--- src/rtl/irq_vector_controller_pkg.sv ---
// Shared constants for the vectored interrupt controller:
// register offsets, VECTOR valid-bit position, source limit.
package irq_vector_controller_pkg;

  localparam int MAX_SOURCES   = 15;
  localparam int VEC_VALID_BIT = 15;

  localparam logic [2:0] REG_IRQV_FLAG    = 3'd0;
  localparam logic [2:0] REG_IRQV_MASK    = 3'd1;
  localparam logic [2:0] REG_IRQV_USER    = 3'd2;
  localparam logic [2:0] REG_IRQV_MODE    = 3'd3;
  localparam logic [2:0] REG_IRQV_PENDING = 3'd4;
  localparam logic [2:0] REG_IRQV_VECTOR  = 3'd5;
  localparam logic [2:0] REG_IRQV_HOLDOFF = 3'd6;

endpackage

--- src/rtl/irqv_prio_enc.sv ---
// Lowest-index-first priority encoder.
// Ports: req (W bits) in; idx (4 bits) and valid out.
module irqv_prio_enc #(
  parameter int W = 5
) (
  input  logic [W-1:0] req,
  output logic [3:0]   idx,
  output logic         valid
);

  // Scan downward so the lowest set index is the last one written.
  always_comb begin
    idx   = 4'd0;
    valid = 1'b0;
    for (int i = W - 1; i >= 0; i--) begin
      if (req[i]) begin
        idx   = 4'(i);
        valid = 1'b1;
      end
    end
  end

endmodule

--- src/rtl/irq_vector_controller.sv ---
// Wishbone-slave vectored interrupt controller: NUM_SOURCES hw
// sources plus one user source, edge/level mode, pending and
// priority vector registers, registered irq_o.
// Ports: wb_* Wishbone slave (16-bit, adr[2:0] decoded),
// irq_i event inputs, irq_o interrupt request.
// Optional macro IRQC_HOLDOFF_EN adds the HOLDOFF register at
// address 6 and an irq_o suppression down-counter.
module irq_vector_controller
  import irq_vector_controller_pkg::*;
#(
  parameter int          NUM_SOURCES = 4,
  parameter logic [15:0] RESET_MASK  = 16'h0000,
  parameter logic [15:0] RESET_MODE  = 16'h0000
) (
  input  logic                   wb_clk_i,
  input  logic                   wb_rst_i,
  input  logic                   wb_cyc_i,
  input  logic                   wb_stb_i,
  input  logic                   wb_we_i,
  input  logic [15:0]            wb_adr_i,
  input  logic [15:0]            wb_dat_i,
  output logic [15:0]            wb_dat_o,
  output logic                   wb_ack_o,
  input  logic [NUM_SOURCES-1:0] irq_i,
  output logic                   irq_o
);

  localparam int N = NUM_SOURCES;
  localparam int W = N + 1;

  if (NUM_SOURCES < 1 || NUM_SOURCES > MAX_SOURCES) begin : g_chk
    $error("NUM_SOURCES out of range");
  end

  logic [W-1:0] flag;
  logic [W-1:0] mask;
  logic [W-1:0] pend;
  logic [W-1:0] flag_set;
  logic [W-1:0] flag_clr;
  logic [N-1:0] mode;
  logic [N-1:0] prev;

  logic         access;
  logic         wr;
  logic [2:0]   reg_sel;
  logic         wr_flag;
  logic         wr_mask;
  logic         wr_user;
  logic         wr_mode;
  logic [15:0]  rd_data;
  logic [15:0]  vector;
  logic [3:0]   vec_idx;
  logic         vec_valid;
  logic         hold_ok;

  // A strobe held through ack is seen again only once ack drops,
  // giving one ack every second cycle.
  assign access  = wb_cyc_i & wb_stb_i & ~wb_ack_o;
  assign wr      = access & wb_we_i;
  assign reg_sel = wb_adr_i[2:0];
  assign wr_flag = wr && (reg_sel == REG_IRQV_FLAG);
  assign wr_mask = wr && (reg_sel == REG_IRQV_MASK);
  assign wr_user = wr && (reg_sel == REG_IRQV_USER);
  assign wr_mode = wr && (reg_sel == REG_IRQV_MODE);

  always_comb begin
    flag_set        = '0;
    flag_set[N-1:0] = irq_i & (~mode | ~prev);
    flag_set[N]     = wr_user;
  end

  assign flag_clr = wr_flag ? wb_dat_i[W-1:0] : '0;
  assign pend     = flag & mask;

  irqv_prio_enc #(
    .W (W)
  ) u_enc (
    .req   (pend),
    .idx   (vec_idx),
    .valid (vec_valid)
  );

  always_comb begin
    vector                = 16'h0000;
    vector[VEC_VALID_BIT] = vec_valid;
    vector[3:0]           = vec_idx;
  end

`ifdef IRQC_HOLDOFF_EN
  logic [15:0] holdoff;
  logic [15:0] hold_cnt;
  logic        wr_hold;

  assign wr_hold = wr && (reg_sel == REG_IRQV_HOLDOFF);
  assign hold_ok = (hold_cnt == 16'd0);

  always_ff @(posedge wb_clk_i) begin
    if (wb_rst_i) begin
      holdoff  <= 16'd0;
      hold_cnt <= 16'd0;
    end else begin
      if (wr_hold) holdoff <= wb_dat_i;
      if (wr_flag) hold_cnt <= holdoff;
      else if (hold_cnt != 16'd0)
        hold_cnt <= hold_cnt - 16'd1;
    end
  end
`else
  assign hold_ok = 1'b1;
`endif

  always_comb begin
    rd_data = 16'h0000;
    unique case (reg_sel)
      REG_IRQV_FLAG:    rd_data = 16'(flag);
      REG_IRQV_MASK:    rd_data = 16'(mask);
      REG_IRQV_MODE:    rd_data = 16'(mode);
      REG_IRQV_PENDING: rd_data = 16'(pend);
      REG_IRQV_VECTOR:  rd_data = vector;
`ifdef IRQC_HOLDOFF_EN
      REG_IRQV_HOLDOFF: rd_data = holdoff;
`endif
      default:          rd_data = 16'h0000;
    endcase
  end

  always_ff @(posedge wb_clk_i) begin
    if (wb_rst_i) begin
      wb_ack_o <= 1'b0;
      wb_dat_o <= 16'h0000;
      irq_o    <= 1'b0;
      flag     <= '0;
      mask     <= RESET_MASK[W-1:0];
      mode     <= RESET_MODE[N-1:0];
      prev     <= '0;
    end else begin
      wb_ack_o <= access;
      if (access) wb_dat_o <= rd_data;
      // Set after clear: a same-cycle set condition wins.
      flag  <= (flag & ~flag_clr) | flag_set;
      irq_o <= hold_ok & (|pend);
      if (wr_mask) mask <= wb_dat_i[W-1:0];
      if (wr_mode) mode <= wb_dat_i[N-1:0];
      // Forget history of bits switched to edge mode so a held
      // input yields one fresh edge.
      if (wr_mode) prev <= irq_i & ~wb_dat_i[N-1:0];
      else         prev <= irq_i;
    end
  end

  logic unused;
  assign unused = &{1'b0, wb_adr_i[15:3], wb_dat_i};

endmodule

--- config.mk ---
export PLATFORM = sky130hd
export DESIGN_NAME = irq_vector_controller
export DESIGN_NICKNAME = d
export VERILOG_FILES = /design/src/rtl/irq_vector_controller_pkg.sv /design/src/rtl/irqv_prio_enc.sv /design/src/rtl/irq_vector_controller.sv
export SDC_FILE = /design/constraint.sdc
export NUM_CORES = 1
export LEC_CHECK = 0
export CAP_MARGIN = 20
export CORE_ASPECT_RATIO = 1.5
export CORE_MARGIN = 2
export CORE_UTILIZATION = 37
export DETAILED_ROUTE_END_ITERATION = 8
export HOLD_SLACK_MARGIN = 0.06
export PLACE_DENSITY = 0.76
export SETUP_SLACK_MARGIN = 0.2
export SLEW_MARGIN = 20
export SYNTH_ARGS = -nofsm -noshare
export SYNTH_HDL_FRONTEND = slang
export SYNTH_SLANG_ARGS = --single-unit
--- constraint.sdc ---
create_clock -name wb_clk_i -period 1.5 [get_ports wb_clk_i]
set_clock_uncertainty 0.2 [all_clocks]
set_input_delay 0.225 -clock wb_clk_i [delete_from_list [all_inputs] [get_ports wb_clk_i]]
set_output_delay 0.225 -clock wb_clk_i [all_outputs]
set_load 0.01 [all_outputs]
==> results of run 1 <==
## synth_stat cells (2+ instances only)
| master | instances |
|---|---|
| dfxtp_1 | 26 |
| nand2_1 | 17 |
| a21oi_1 | 15 |
| nor2_1 | 15 |
| o21ai_0 | 13 |
| buf_4 | 10 |
| mux2i_1 | 9 |
| nand3b_1 | 6 |
| nand2b_1 | 5 |
| a21o_1 | 4 |
| and2b_1 | 4 |
| clkbuf_1 | 4 |
| a221oi_1 | 3 |
| a22oi_1 | 3 |
| nor2b_1 | 3 |
| a31oi_1 | 2 |
## power groups by stage
| stage | Sequential [uW] | Clock, uW | Combinational, uW |
|---|---|---|---|
| floorplan | 746 | 0 | 106 |
| detailed placement | 745 | 0 | 227 |
| global placement | 744 | 0 | 224 |
| CTS | 729 | 590 | 240 |
| finish | 733 | 582 | 257 |
| global route | 736 | 622 | 276 |
## final timing paths
kind	cells past startpoint	end	from	slack, ns
setup reg to reg	5	mask[3]	wb_ack_o	-0.02
hold reg to reg	2	wb_dat_o[4]	wb_dat_o[4]	0.27
hold / removal	2	wb_dat_o[4]	wb_dat_o[4]	0.27
setup / recovery	5	mask[3]	wb_ack_o	-0.02
## sequential cells by signal, indices dropped and copies added, names as in the netlist
signal / count
mode: 4
mask: 5
wb_dat_o: 6
wb_ack_o: 1
irq_o: 1
prev: 4
flag: 5
## worst max-delay path: stages (launching register included)
cell and delay [ns]:
dfxtp_2 0.34, nand4b_1 0.26, nor3_4 0.22, buf_6 0.15, mux2i_1 0.20, nor2_1 0.06
## final cells by class
class	instances	share of cell area (%)
multi-input cells	120	41.9
flip-flops and latches	26	27.1
repair buffers	57	24.7
well taps	42	2.68
clock buffers	3	2.11
clock inverters	1	1.53
## layer usage
metal	GRT usage (%)	vias up	share of wire (%)
li1	-	629	-
met1	21.3	626	37
met2	31.9	44	54
met3	2.55	18	3.5
met4	13.6	0	5.3
met5	0	-	0
## logic make-up after synthesis
logic type,count (synthesis)
AOI/OAI and AO/OA,44
buffers and inverters,16
DFF,26
muxes,9
other,1
and+or+nand+nor,57
## per-stage QoR
step / utilization (%) / hold WS, ns / cell area, um^2 / TNS, ns
6_report: 57.9 / 0.274 / 1960 / -0.0320
5_1_grt: 57.9 / 0.301 / 1960 / -0.348
4_1_cts: 56.0 / 0.273 / 1890 / 0
3_5_place_dp: 50.9 / 0.252 / 1720 / -8.60
3_3_place_gp: 50.9 / 0.245 / 1720 / -8.12
2_1_floorplan: - / 0.113 / 1340 / 0
## what timing repair did
action	in CTS	in global routing
resized for setup	47	31
setup endpoints to repair	32	32
setup buffers	4	2
hold endpoints to repair	0	0
pin swaps	17	18
==> summary.txt, run 1 <==
Hold Crit Class -> register to register
Vias per cell -> 5.29
# nets final -> 249
CTS max path bufs -> 2
Data arrival, critical path -> 1.49 ns
Io pins -> 59
Leakage power -> 0.000792 uW
YS warnings -> 0
Total global routing overflow -> 0
Clock Power Share -> 37.0%
Post-Syn Area -> 1290 um^2
Fin. Hold Viols -> 0
# rows -> 26
Sw Pwr -> 372 uW
Initial antenna violation count -> 0
Synth Area in Simple Gates -> 23.7%
Place WS -> -0.464 ns
Unique masters post-synth -> 30
Asr flop ratio synth -> 0%
Dpl hpwl -> 2520 um
Compound-Gate Fraction of Synth Area -> 20.6%
Reg power frac -> 46.6%
Status -> finished, violations left
Starting Density -> 38.2%
GPL Wtd Cong -> 0.858
Cell count after placement -> 239
DR WL/cell -> 15.0 um
RSZ-0062 raised after global routing -> true
CTS tree -> built
PD cells -> 803 nW/um^2
Adder-Cell Fraction of Synth Area -> 0%
Most frequent cells in the layout -> 24 x buf_4, 20 x dfxtp_1, 16 x nand2_1, 14 x nor2_1
Yosys top cell by area -> dfxtp_1
Endpoints failing setup -> 2
Worst-path clk slew -> 0.09 ns
Clk_lat worst skew -> 0.27 ns
Failing checks -> negative setup slack
Tot GR Track Use -> 19.2%
Die H -> 76.4 um
Routed via count -> 1317
WP data required -> 1.47 ns
Htree depth -> 1
Largest family of logic cells by synthesized area -> simple AND/OR/NAND/NOR gates
Layout cells sized above 1 -> 37.2%
Pint -> 1200 uW
Combinational share of power -> 16.4%
Multi-input logic area -> 821 um^2
Number of global-route vias before repair -> 1259
CP Launch Type -> register
Yosys reg bits -> 26
Die Wd -> 52.3 um
Register area share after synthesis -> 40.2%
Worst IR Drop VDD -> 542 uV
Synth top area cells -> dfxtp_1 40%, mux2i_1 7.0%, a21oi_1 5.8%
Number of max-cap violations -> 0
Post-synth EDFFs -> 0
Post-route setup slack -> -0.0225 ns
I/O Buffers -> 24
Post-Syn Instances -> 153
FMAX -> 657 MHz
Tmin final -> 1.52 ns
Fillers -> 308
Root buffer cell -> clkbuf_8
Crit end category -> register
Pin count of the biggest net entering global routing -> 16
Ant. Diodes -> 0
Final cell count without fillers -> 249
Syn Area/Cell -> 8.46 um^2
Top FF cell, synth -> dfxtp_1
Max Slew Vio Count -> 0
DRT Pass-1 Iters -> 4
Most common cell after layout, fill and taps aside -> buf_4
Area Overhead vs Synth -> 51.4%
Post-Synth XOR/XNOR Area -> 0%
Fin crit share -> 101%
Core footprint -> 3380 um^2
Final ANT Viol Nets -> 0
Final wirelength -> 3750 um
Full die area -> 4000 um^2
Initial DRC Count -> 31
Multiplexer share of the synthesized area -> 6.96%
WS Path Type -> register to register
Yosys top cell area share -> 40.2%
CTS buffer count -> 3
Final Total Pwr -> 1570 uW
Crit Path Max Fanout -> 4
First-pass GRT wire length -> 5710 um
Drt drc -> 0
CTS Sinks -> 26
Hold buffers post-CTS -> 0
Sequential cell area -> 531 um^2
Switching share of power -> 23.7%
No activity file was read; power rests on OpenSTA's default activity.
==> inputs of run 2 (changes only) <==
Settings changed: CAP_MARGIN 20 to 10.
==> results of run 2 <==
The final DEF is identical to that of run 1; final timing and power are the same.
==> inputs of run 3 (changes only) <==
Settings changed: SLEW_MARGIN 20 to 0.
==> results of run 3 <==
The final DEF is identical to that of run 1; final timing and power are the same.
